File: config.mk
export PLATFORM = sky130hd
export DESIGN_NAME = operand_loader
export DESIGN_NICKNAME = d
export VERILOG_FILES = /design/src/rtl/operand_loader_pkg.sv /design/src/rtl/operand_reg.sv /design/src/rtl/operand_loader.sv
export VERILOG_INCLUDE_DIRS = /design/src /design/src/rtl
export SDC_FILE = /design/constraint.sdc
export NUM_CORES = 1
export LEC_CHECK = 0
export ABC_AREA = 1
export ABC_CLOCK_PERIOD_IN_PS = 3350
export CORE_ASPECT_RATIO = 1.75
export CORE_MARGIN = 5
export CORE_UTILIZATION = 47
export CTS_CLUSTER_DIAMETER = 200
export DETAILED_ROUTE_END_ITERATION = 16
export PLACE_DENSITY = 0.93
export SLEW_MARGIN = 20
export SYNTH_ARGS = -nofsm -noshare
export SYNTH_HDL_FRONTEND = slang
export SYNTH_HIERARCHICAL = 1
export SYNTH_SLANG_ARGS = --single-unit
File: constraint.sdc
create_clock -name clk -period 3.35 [get_ports clk]
set_clock_uncertainty 0.2 [all_clocks]
set_input_delay 0.5025 -clock clk [delete_from_list [all_inputs] [get_ports clk]]
set_output_delay 0.5025 -clock clk [all_outputs]
set_load 0.005 [all_outputs]
File: src/rtl/operand_defs.vh
// Shared state encodings and default operand width for the operand loader.
`ifndef OPERAND_DEFS_VH
`define OPERAND_DEFS_VH

localparam logic [1:0] LOAD_A = 2'd0;
localparam logic [1:0] LOAD_B = 2'd1;
localparam logic [1:0] HOLD   = 2'd2;

localparam int OPERAND_WIDTH = 8;

`endif

File: src/rtl/operand_loader_pkg.sv
// Typed view of the operand loader encodings, built on the shared include file.
package operand_loader_pkg;

    `include "operand_defs.vh"

    typedef enum logic [1:0] {
        S_LOAD_A = LOAD_A,
        S_LOAD_B = LOAD_B,
        S_HOLD   = HOLD
    } state_t;

endpackage

File: src/rtl/operand_reg.sv
// WIDTH-bit operand register with asynchronous active-high reset and load enable.
module operand_reg #(
    parameter int WIDTH = 8
) (
    input  logic             clk,
    input  logic             rst,
    input  logic             i_load,
    input  logic [WIDTH-1:0] i_d,
    output logic [WIDTH-1:0] o_q
);

    logic [WIDTH-1:0] r_q;

    always_ff @(posedge clk or posedge rst) begin
        if (rst) begin
            r_q <= '0;
        end else if (i_load) begin
            r_q <= i_d;
        end
    end

    assign o_q = r_q;

endmodule

File: src/rtl/operand_loader.sv
// Collects two operand words from a valid/ready source and presents them as a
// registered pair to the downstream AND stage, counting consumed pairs.
module operand_loader
    import operand_loader_pkg::*;
#(
    parameter int WIDTH = OPERAND_WIDTH
) (
    input  logic             clk,
    input  logic             rst,
    input  logic             clr,
    input  logic [WIDTH-1:0] din,
    input  logic             din_valid,
    output logic             din_ready,
    output logic [WIDTH-1:0] a,
    output logic [WIDTH-1:0] b,
    output logic             out_valid,
    input  logic             out_ready,
    output logic [1:0]       state,
    output logic [7:0]       pair_cnt
);

    state_t     r_state;
    state_t     w_state_next;
    logic       w_load_a;
    logic       w_load_b;
    logic       w_cnt_inc;
    logic [7:0] r_pair_cnt;

    always_ff @(posedge clk or posedge rst) begin
        if (rst) begin
            r_state <= S_LOAD_A;
        end else begin
            r_state <= w_state_next;
        end
    end

    // clr overrides every handshake, so no load or count happens on an abort edge.
    always_comb begin
        w_state_next = r_state;
        w_load_a     = 1'b0;
        w_load_b     = 1'b0;
        w_cnt_inc    = 1'b0;
        if (clr) begin
            w_state_next = S_LOAD_A;
        end else begin
            case (r_state)
                S_LOAD_A: begin
                    if (din_valid) begin
                        w_load_a     = 1'b1;
                        w_state_next = S_LOAD_B;
                    end
                end
                S_LOAD_B: begin
                    if (din_valid) begin
                        w_load_b     = 1'b1;
                        w_state_next = S_HOLD;
                    end
                end
                S_HOLD: begin
                    if (out_ready) begin
                        w_cnt_inc    = 1'b1;
                        w_state_next = S_LOAD_A;
                    end
                end
                default: w_state_next = S_LOAD_A;
            endcase
        end
    end

    always_ff @(posedge clk or posedge rst) begin
        if (rst) begin
            r_pair_cnt <= 8'd0;
        end else if (w_cnt_inc) begin
            r_pair_cnt <= r_pair_cnt + 8'd1;
        end
    end

    operand_reg #(.WIDTH(WIDTH)) u_reg_a (
        .clk    (clk),
        .rst    (rst),
        .i_load (w_load_a),
        .i_d    (din),
        .o_q    (a)
    );

    operand_reg #(.WIDTH(WIDTH)) u_reg_b (
        .clk    (clk),
        .rst    (rst),
        .i_load (w_load_b),
        .i_d    (din),
        .o_q    (b)
    );

    assign din_ready = (r_state == S_LOAD_A) || (r_state == S_LOAD_B);
    assign out_valid = (r_state == S_HOLD);
    assign state     = r_state;
    assign pair_cnt  = r_pair_cnt;

endmodule
# Word-level counts from Yosys, hierarchy flattened
# Cells that the tools add are included.
# op_classes
add_sub_neg,1
reduce_logical,3
n_mux,13
n_eq_ne,5
# op_table
operator,count
"8-bit by 1-bit adder with 8-bit output, second input constant",1
1-bit 2-to-1 mux,8
2-bit 2-to-1 mux,4
"3-bit != test, second input constant",2
2-bit case mux with 3 select lines,1
"3-bit by 2-bit != test with 1-bit output, second input constant",1
3-bit AND reduction,1
"2-bit by 1-bit == test with 1-bit output, second input constant",1
"2-bit == test, second input constant",1
2-bit logical NOT,1
1-bit logical OR,1
# totals
reg_bits,26
input_bits,13
word_cells,26
out_inout_bits,28

# Logic depth before layout (Yosys ltp)
# depth
ltp_word,3
mapped_depth,8

# Hierarchy
# Netlist, hierarchy kept.
# by_module_without_submodules
module,seq_area_each_um2,cells_each,area_each_um2,instances
operand_reg,200.2,35,309.0,2
operand_loader,250.2,68,544.3,1

# Worst setup path after synthesis
# Ideal clock, no wire load.
# synth_timing
kind,input -> register
startpoint,input clr
endpoint,"register u_reg_b.r_q[0], in the netlist u_reg_b/o_q[0]"
slack_ns,1.985
arrival_time_ns,1.049
cell_stages,7
path_cell_list,inv_1 > nand3_1 > nor2_1 > buf_6 > inv_2 > nand2_1 > nand2_1
# synth_between
elab_chain_len,1
# synth_rtl
element,line_no,text
from (decl),operand_loader.sv:10,"input logic clr,"
1-bit 2-to-1 mux,operand_loader.sv:43,if (clr) begin
named net w_load_b,operand_loader.sv:25,logic w_load_b;
to (signal assigned),operand_reg.sv:18,r_q <= i_d;
to (decl),operand_reg.sv:12,logic [WIDTH-1:0] r_q;
# The timed path passes the listed nets, and every way through them passes these cells.
# A chain may end at the register's enable or synchronous reset.

# Worst setup path in the final report
# layout_timing
startpoint,"register r_state[1], in the netlist state[1]"
endpoint,output out_valid
# layout_between
elab_chain_len,1
# layout_rtl
element,line_no,text
from (decl),operand_loader.sv:22,state_t r_state;
from (signal assigned),operand_loader.sv:33,r_state <= w_state_next;
2-bit == test,operand_loader.sv:95,assign out_valid = (r_state == S_HOLD);
to (decl),operand_loader.sv:16,"output logic out_valid,"
# No other way between the ends.

==> metrics.cfg <==
[power]
leakagePower_nw=0.796
clkPwrFrac_pct=20.5
pwr-share-comb_pct=28.0
switchingPower_uw=209
p_int_uw=589
pwr-share-seq_pct=51.6
ir_drop_mv=0.321
swShare_pct=26.2
powerDensity_nw_per_um2=497

[worst_setup_path]
slowest_stage=clkdlybuf4s50_1
setup.worst_path.start_class=register
endpoint_kind=output port
cp.required_ns=2.65
crit_fanout=4
reg2reg_from=state[1]
regToRegSetupSlack_ns=1.61
crit_path_start=state[1]
path_class=reg -> out
path_cells=inv_1, nor2_1, clkdlybuf4s50_1
cpPeakStageDelay_ns=0.53
cp.arrival_ns=1.44

[timing]
tightest_slew_ns=0.550
setup_slack_ns=1.21
hold_viol_final=0
finalSetupViolCount=0
rsz0062_at_grt=false
max_freq_ghz=0.467
final-max-slew-violation-count=0
timing.final.crit_share_pct=63.9
finalCriticalPeriod_ns=2.14
tns_ns=0
relSlewSlack_pct=63.2

[clocking]
hold_buffers=0
cts_tree=built
numCtsBuffers=3
numClockSinks=26
post_cts_buffers=0
cts_buffer_depth=2
path_clk_slew_ns=0.08
clk_latency_ns=0.26
clockRootBuffer=clkbuf_8
cts_resized=0
cts_max_level=1

[synth]
ys.flop_type=dfrtp_1
synth-edff-count=0
ys_ff_latch=26
yosysUniqueCellTypes=16
synth_area_leader_cell=dfrtp_1
yosysMostFrequentCell=nand2_1
synth.top_cell.area_share_pct=56.0
synth_cells=138
synth_seq_area_share_pct=56.0
yosys_warnings=6
synthTopCellsByArea=dfrtp_1 56%, nand2_1 23%, inv_1 3.6%
netlist_top_cells_count=70 x nand2_1, 26 x dfrtp_1, 11 x inv_1
synthArstFlopShare_pct=100
syn_area_per_cell_sq_um=8.42
synth_nets=152
synthesis.area_sq_um=1160

[run]
maxCapViolations=0

[global_routing]
grt_pass1_vias=1130
grt_usage_pct=17.3
grt_pass1_wl_microns=4570
grt_max_degree=14
grt-ovfl-total=0
antenna_found_initial=0

[floorplan]
initial_core_util_pct=47.8
core_sq_um=2430
die_w_microns=47.6
die_h_microns=75.8
pin_count=41
die_area_sq_um=3610
rows=24

[drt]
vias=1040
drt_wl_total_microns=2770
drc=0
routedWlPerCell_microns=13.6
dr.pass1.iters=4
ant_nets=0
vias_per_cell=5.10
initialDrtViolationCount=35

[status]
status=completed

[finish]
diodes=0
layout.nets=194
drive_gt1_share_pct=6.18
area_growth_pct=37.9
fillCellCount=196

[hold_path]
hp-start=u_reg_a/o_q[0]
hold_class=reg -> reg

[place]
numPortBuffers=40
pre_cts_slack_ns=1.10
place.gp.congestion=0.865
dpl.hpwl_microns=2300

cells in the final DEF, fill, tap and decap left out:
cell type         n
nor2_2            2
inv_1            11
nand2_2           1
nand3_1           5
xnor2_1           3
nor2_1            5
o22ai_1           2
clkdlybuf4s50_1  40
nand3b_1          2
inv_2             3
nand3_2           2
nand2_1          70
ha_1              1
clkbuf_8          3
xor2_1            1
o21ai_0           1
dfrtp_1          26
final timing paths:
path / to / depth (start not counted)
worst min-delay path: u_reg_a/o_q[0] / 2
min in group asynchronous: u_reg_a/o_q[0] / 2
worst max register to register: u_reg_a/o_q[6] / 6
worst max-delay path: out_valid / 3
worst min register to register: u_reg_a/o_q[0] / 2
max in group asynchronous: pair_cnt[3] / 2
final cells by class:
class | count | area [sq um] | area share (%)
flip-flops and latches | 26 | 651 | 40.6
multi-input cells | 95 | 425 | 26.5
repair buffers | 40 | 400 | 25.0
inverters | 14 | 52.6 | 3.28
clock buffers | 3 | 41.3 | 2.58
well taps | 26 | 32.5 | 2.03
metal layers:
layer	global-route usage, %	part of all wire (%)	vias up
met5	0	0	-
met4	8.08	2.2	0
met2	31.2	51	47
met1	18.0	37	488
met3	4.02	9.1	6
li1	-	-	499
critical path: cells and delay by family (launching register included):
family	cells	cell delay, ns
simple gates	1	0.14
buf+inv	2	0.63
flops	1	0.41
power groups by stage:
stage               clock network (mW)  logic (mW)  registers [mW]
floorplan                            0      0.0675           0.418
detailed placement                   0       0.228           0.417
global placement                     0       0.217           0.414
CTS                              0.169       0.229           0.411
global route                     0.183       0.249           0.419
finish                           0.163       0.223           0.411
logic make-up (layout without fill, tap and decap cells):
family,count (synthesis),after routing,share of synthesized area [%]
buffers and inverters,17,57,7.43
AO/OA/AOI/OAI,3,3,1.51
XOR/XNOR,4,4,3.01
flip-flops,26,26,56.0
AND/OR/NAND/NOR,87,87,31.0
adder cells (fa/ha/maj),1,1,1.08
through the flow:
step           area, sq um  hold WS, ns  power (mW)  cells  util (%)
2_1_floorplan         1160        0.118       0.486    138         -
3_3_place_gp          1560        0.256       0.631    201      64.2
3_5_place_dp          1560        0.259       0.645    201      64.2
4_1_cts               1600        0.278       0.809    204      65.9
5_1_grt               1600        0.294       0.851    204      65.9
6_report              1600        0.275       0.797    204      65.9
registers in the layout, summed over array words and instances, names as in the netlist:
register,count
pair_cnt,8
u_reg_a/o_q,8
state,2
u_reg_b/o_q,8
Note: power is estimated with default switching activity, not from simulation.
